[config.mk]
export PLATFORM = sky130hd
export DESIGN_NAME = arbiter_edge_rr
export DESIGN_NICKNAME = d
export VERILOG_FILES = /design/src/rtl/arbiter_edge_rr.sv
export SDC_FILE = /design/constraint.sdc
export NUM_CORES = 1
export LEC_CHECK = 0
export BUFFER_PORTS_ARGS = -buffer_cell sky130_fd_sc_hd__buf_2
export CORE_MARGIN = 2
export CORE_UTILIZATION = 35
export CTS_BUF_LIST = sky130_fd_sc_hd__clkbuf_4
export CTS_CLUSTER_DIAMETER = 200
export DETAILED_ROUTE_END_ITERATION = 8
export PLACE_DENSITY = 0.5
export RECOVER_POWER = 50
export SLEW_MARGIN = 0
export SYNTH_ARGS = -nofsm -noshare
export SYNTH_HDL_FRONTEND = slang
export SYNTH_SLANG_ARGS = --single-unit
[constraint.sdc]
create_clock -name clk -period 2.2 [get_ports clk]
set_clock_uncertainty 0.1 [all_clocks]
set_input_delay 0.44 -clock clk [delete_from_list [all_inputs] [get_ports clk]]
set_output_delay 0.44 -clock clk [all_outputs]
set_load 0.005 [all_outputs]
[src/rtl/arbiter_edge_rr.sv]
// N-way request/grant arbiter with build-time fixed-priority or round-robin selection,
// edge-qualified pending requests, bounded grant tenure and timeout pulse.
`timescale 1ns/1ps
module arbiter_edge_rr #(
  parameter int N        = 4,
  parameter int MODE     = 0,
  parameter int EDGE     = 1,
  parameter int MAX_HOLD = 8,
  localparam int ID_W    = $clog2(N)
) (
  input  logic            clk,
  input  logic            rstn,
  input  logic [N-1:0]    req,
  output logic [N-1:0]    gnt,
  output logic [ID_W-1:0] gnt_id,
  output logic            gnt_valid,
  output logic            timeout
);

  localparam int HOLD_W = (MAX_HOLD > 1) ? $clog2(MAX_HOLD) : 1;
  localparam logic [HOLD_W-1:0] HOLD_LAST = (MAX_HOLD == 0) ? '0 : HOLD_W'(MAX_HOLD - 1);
  localparam logic [ID_W-1:0]   ID_MAX    = ID_W'(N - 1);

  typedef enum logic {IDLE, GRANT} state_t;

  state_t            state, state_nxt;
  logic [N-1:0]      req_prev, pending, pending_nxt;
  logic [N-1:0]      req_edge, elig, gnt_nxt;
  logic [ID_W-1:0]   id_nxt, rr_ptr, rr_nxt, win;
  logic [HOLD_W-1:0] hold_cnt, hold_nxt;
  logic              timeout_nxt, win_found;

  assign gnt_valid = |gnt;

  always_ff @(posedge clk or negedge rstn) begin
    if (!rstn) begin
      state    <= IDLE;
      gnt      <= '0;
      gnt_id   <= '0;
      timeout  <= 1'b0;
      req_prev <= '0;
      pending  <= '0;
      rr_ptr   <= '0;
      hold_cnt <= '0;
    end else begin
      state    <= state_nxt;
      gnt      <= gnt_nxt;
      gnt_id   <= id_nxt;
      timeout  <= timeout_nxt;
      req_prev <= req;
      pending  <= pending_nxt;
      rr_ptr   <= rr_nxt;
      hold_cnt <= hold_nxt;
    end
  end

  // Winner search: lowest index, or first eligible at/after rr_ptr with wrap.
  always_comb begin
    req_edge  = req & ~req_prev;
    elig      = (EDGE != 0) ? ((pending | req_edge) & req) : req;
    win       = '0;
    win_found = 1'b0;
    for (int unsigned off = 0; off < N; off++) begin
      int unsigned idx;
      idx = (MODE != 0) ? (int'(rr_ptr) + off) : off;
      if (idx >= N) idx = idx - N;
      if (elig[idx] && !win_found) begin
        win       = ID_W'(idx);
        win_found = 1'b1;
      end
    end
  end

  always_comb begin
    state_nxt   = state;
    gnt_nxt     = gnt;
    id_nxt      = gnt_id;
    timeout_nxt = 1'b0;
    rr_nxt      = rr_ptr;
    hold_nxt    = hold_cnt;
    pending_nxt = (EDGE != 0) ? ((pending | req_edge) & req) : '0;
    case (state)
      IDLE: begin
        if (win_found) begin
          state_nxt        = GRANT;
          gnt_nxt          = {{(N-1){1'b0}}, 1'b1} << win;
          id_nxt           = win;
          hold_nxt         = '0;
          rr_nxt           = (win == ID_MAX) ? '0 : win + 1'b1;
          pending_nxt[win] = 1'b0;
        end
      end
      GRANT: begin
        if (!req[gnt_id]) begin
          state_nxt = IDLE;
          gnt_nxt   = '0;
          id_nxt    = '0;
        end else if (MAX_HOLD != 0 && hold_cnt == HOLD_LAST) begin
          state_nxt   = IDLE;
          gnt_nxt     = '0;
          id_nxt      = '0;
          timeout_nxt = 1'b1;
        end else begin
          hold_nxt = hold_cnt + 1'b1;
        end
      end
      default: state_nxt = IDLE;
    endcase
  end

endmodule
==> implementation parameters <==
Parameter                              Value

Outcome
  Status ... finished clean

Die
  Effective utilization at floorplan ... 0.374
  Placeable Area ... between 0.002 and 0.0025 mm2
  Floorplan die height ... 52.8 um
  Placement row count ... 17
  Total Die Area ... 0.00279 mm2
  Num ports ... 14
  Die W ... approximately 53 um

Critical path
  FF-to-FF path depth ... 4
  Class of the most critical setup path ... reg2out
  Flop-to-flop setup slack ... approximately 440 ps
  Number of buffers and inverters on the critical path ... 1
  Cell class contributing the biggest share of worst-path delay ... simple AND/OR/NAND/NOR gates
  Setup crit end kind ... output port
  CP cell instances ... or4_1 > buf_2
  Reg2reg end ... state
  CP required ... 1660 ps
  Worst R2R Start ... pending[2]
  CP max stage delay ... approximately 520 ps
  Peak fanout along the critical path ... 3
  Startpoint kind of the worst setup timing path ... flip-flop
  Data arrival at the endpoint of the critical path ... 1360 ps
  CP max stage cell ... sky130_fd_sc_hd__or4_1
  Worst setup path startpoint ... gnt[1]

Job
  Max cap viols ... 0

Route
  Total number of vias ... 609
  Initial detailed-routing violation count ... 7
  Remaining number of nets flagged by the antenna check after routing ... 0
  Via/cell ratio ... 5.08
  Mean routed wirelength per cell ... 14.2 um
  Number of optimization iterations in the first detailed-route pass ... 4
  Remaining DRCs ... 0
  DRT Wirelength ... between 1.5 and 2 mm

STA
  Worst Max-Slew Pin Slew ... 1020 ps
  Hold violation total from the final report ... 0
  Finish-stage setup viols ... 0
  Hold_ws ... 247 ps
  Unrepaired setup endpoints after global routing ... false
  Max Transition Viols Final ... 0
  Crit share post-route ... 0.864
  Relative slew margins ... 0.322
  Post-route setup TNS ... 0 ps
  Fin crit period ... between 1500 and 2000 ps
  Maximum operating frequency ... 0.526 GHz

Clock tree
  Register clock-pin slew on the reported worst setup and hold paths ... 100 ps
  CTS tree ... built
  Clock tree buffer depth ... 2
  Clock latency of the later-clocked register in the worst-skew pair ... 290 ps
  Clock H-tree levels ... 1
  Root buffer cell ... sky130_fd_sc_hd__clkbuf_4
  CTS sink count ... 19
  Number of setup buffers added after CTS ... 0
  Total clock buffers created by CTS ... 3

Placed design
  Detailed placement HPWL ... approximately 1.2 mm
  Cell total after placement ... about 120
  Routability cong. ... around 0.76
  Number of buffers inserted by port buffering ... 13

Synthesis
  Synth unique cells ... 29
  Number of synthesis warnings ... 0
  Post-synthesis cell type with the largest combined area ... sky130_fd_sc_hd__dfrtp_1
  Proportion of netlist area held by the largest area contributor ... 0.570
  Syn Std Cell Area ... about 830 um2
  Avg Cell Area, Syn ... 11.3 um2
  Sequential area share after synthesis ... 0.570
  Synth area leaders ... sky130_fd_sc_hd__dfrtp_1, sky130_fd_sc_hd__nand2_1, sky130_fd_sc_hd__a21oi_1
  Register bit count reported by yosys ... 19
  Synthesized netlist net count ... 82
  Syn Inst Count ... 74

Power and ir drop
  Total leakage power ... between 0.4 and 0.5 nW
  Peak supply drop ... 0.493 mV
  Total power density per cell area ... 1120 mW/mm2
  Post-route total power ... around 1.1 mW

Min path
  HP Start ... req[2]
  Hold Path Sink ... req_prev[2]
  Worst hold path depth ... 1
  Class of the tightest hold or removal check ... in2reg

GRT
  Initial antenna violation count ... 0
  Tot GR Track Use ... 0.147
  Largest net degree at the start of global routing ... 20
  Number of global-route vias before repair ... 626
  First-pass GRT wire length ... 2.92 mm
  Aggregate global routing overflow ... 0

Finish
  Ratio of cells with drive above 1 in the final layout ... 0.196
  Area growth from synthesis to final layout ... 15.6%
  Most common cell after layout, fill and taps aside ... sky130_fd_sc_hd__dfrtp_1
  Post-Layout Cell Count ... 120
  Antenna Diode Count ... 0
  Number of nets in the layout ... between 100 and 150
  Finished Core Util ... 0.432
  Commonest cells after routing, fill and taps aside ... sky130_fd_sc_hd__dfrtp_1, sky130_fd_sc_hd__nand2_1, sky130_fd_sc_hd__buf_2, sky130_fd_sc_hd__a21oi_1, sky130_fd_sc_hd__o21ai_0
==> routing by layer <==
metal | vias up | wire length (um) | global-route usage
li1 | 310 | - | -
met1 | 285 | 911 | 0.213
met2 | 12 | 697 | 0.213
met3 | 2 | 68 | 0.0257
met4 | 0 | 20 | 0.0641
met5 | - | 0 | 0
==> power breakdown <==
part	internal (mW)	switching [mW]
registers	0.432	0.0744
logic	0.193	0.198
clock network	0.0829	0.102
total	0.708	0.374
==> cells by family (layout without fill, tap and decap cells) <==
family	after synthesis	count (layout)	synth area share
simple gates	26	26	0.157
compound gates	22	22	0.174
flops	19	19	0.570
fa+ha+maj	2	2	0.0300
mux	2	2	0.0405
buf+inv	2	20	0.0180
xor+xnor	1	1	0.0105
==> flip-flops by register name, summed over array words and instances (netlist names) <==
register	cells
gnt	4
hold_cnt	3
state	1
timeout	1
gnt_id	2
req_prev	4
pending	4
==> worst register-to-register path, cell delays in order (launching register included) <==
cell                       delay [ps]
sky130_fd_sc_hd__dfrtp_1          360
sky130_fd_sc_hd__nand2b_1         190
sky130_fd_sc_hd__a222oi_1         530
sky130_fd_sc_hd__a21oi_1          180
sky130_fd_sc_hd__or2_2            290
==> final cells by class <==
cell class                 instances  area (um2)
fill                             239        1270
sequential                        19         475
multi-input combinational         53         344
timing repair buffer              15        76.3
tap                               28        35.0
clock buffer                       4        30.0
inverter                           1        3.75
==> cell usage after synthesis <==
master / instances
sky130_fd_sc_hd__a221oi_1: 1
sky130_fd_sc_hd__buf_6: 1
sky130_fd_sc_hd__a21oi_1: 6
sky130_fd_sc_hd__and3_2: 1
sky130_fd_sc_hd__a21boi_0: 1
sky130_fd_sc_hd__and2_4: 1
sky130_fd_sc_hd__mux2_2: 1
sky130_fd_sc_hd__xnor2_1: 1
sky130_fd_sc_hd__mux4_2: 1
sky130_fd_sc_hd__nand3_1: 1
sky130_fd_sc_hd__nor2b_1: 1
sky130_fd_sc_hd__o2bb2ai_1: 1
sky130_fd_sc_hd__dfrtp_1: 19
sky130_fd_sc_hd__a222oi_1: 1
sky130_fd_sc_hd__inv_1: 1
sky130_fd_sc_hd__or4_1: 1
sky130_fd_sc_hd__a21o_1: 1
sky130_fd_sc_hd__a32o_1: 2
sky130_fd_sc_hd__nand2b_1: 4
sky130_fd_sc_hd__and3_1: 1
sky130_fd_sc_hd__o21ai_0: 6
sky130_fd_sc_hd__ha_1: 2
sky130_fd_sc_hd__and2_1: 1
sky130_fd_sc_hd__o22ai_1: 1
sky130_fd_sc_hd__nand2_1: 11
sky130_fd_sc_hd__a22oi_1: 1
sky130_fd_sc_hd__a41oi_1: 1
sky130_fd_sc_hd__or2_2: 1
sky130_fd_sc_hd__nor2_1: 3
==> worst max-delay path by stage <==
stage | to | depth (start not counted)
6_report | gnt_valid | 2
5_1_grt | gnt_valid | 2
4_1_cts | gnt_valid | 2
3_5_place_dp | gnt[1] | 5
3_3_place_gp | gnt[1] | 5
2_1_floorplan | gnt[1] | 5
==> metrics by stage <==
step	setup WS (ps)	instance area, um2
6_report	300	965
5_1_grt	226	965
4_1_cts	282	971
3_5_place_dp	345	931
3_3_place_gp	368	931
2_1_floorplan	451	835
==> what timing repair did <==
action,4_1_cts,5_1_grt
hold buffers,1,0
gates resized for setup,0,0
endpoints found under the hold margin,19,0
No activity file was read; power rests on OpenSTA's default activity.
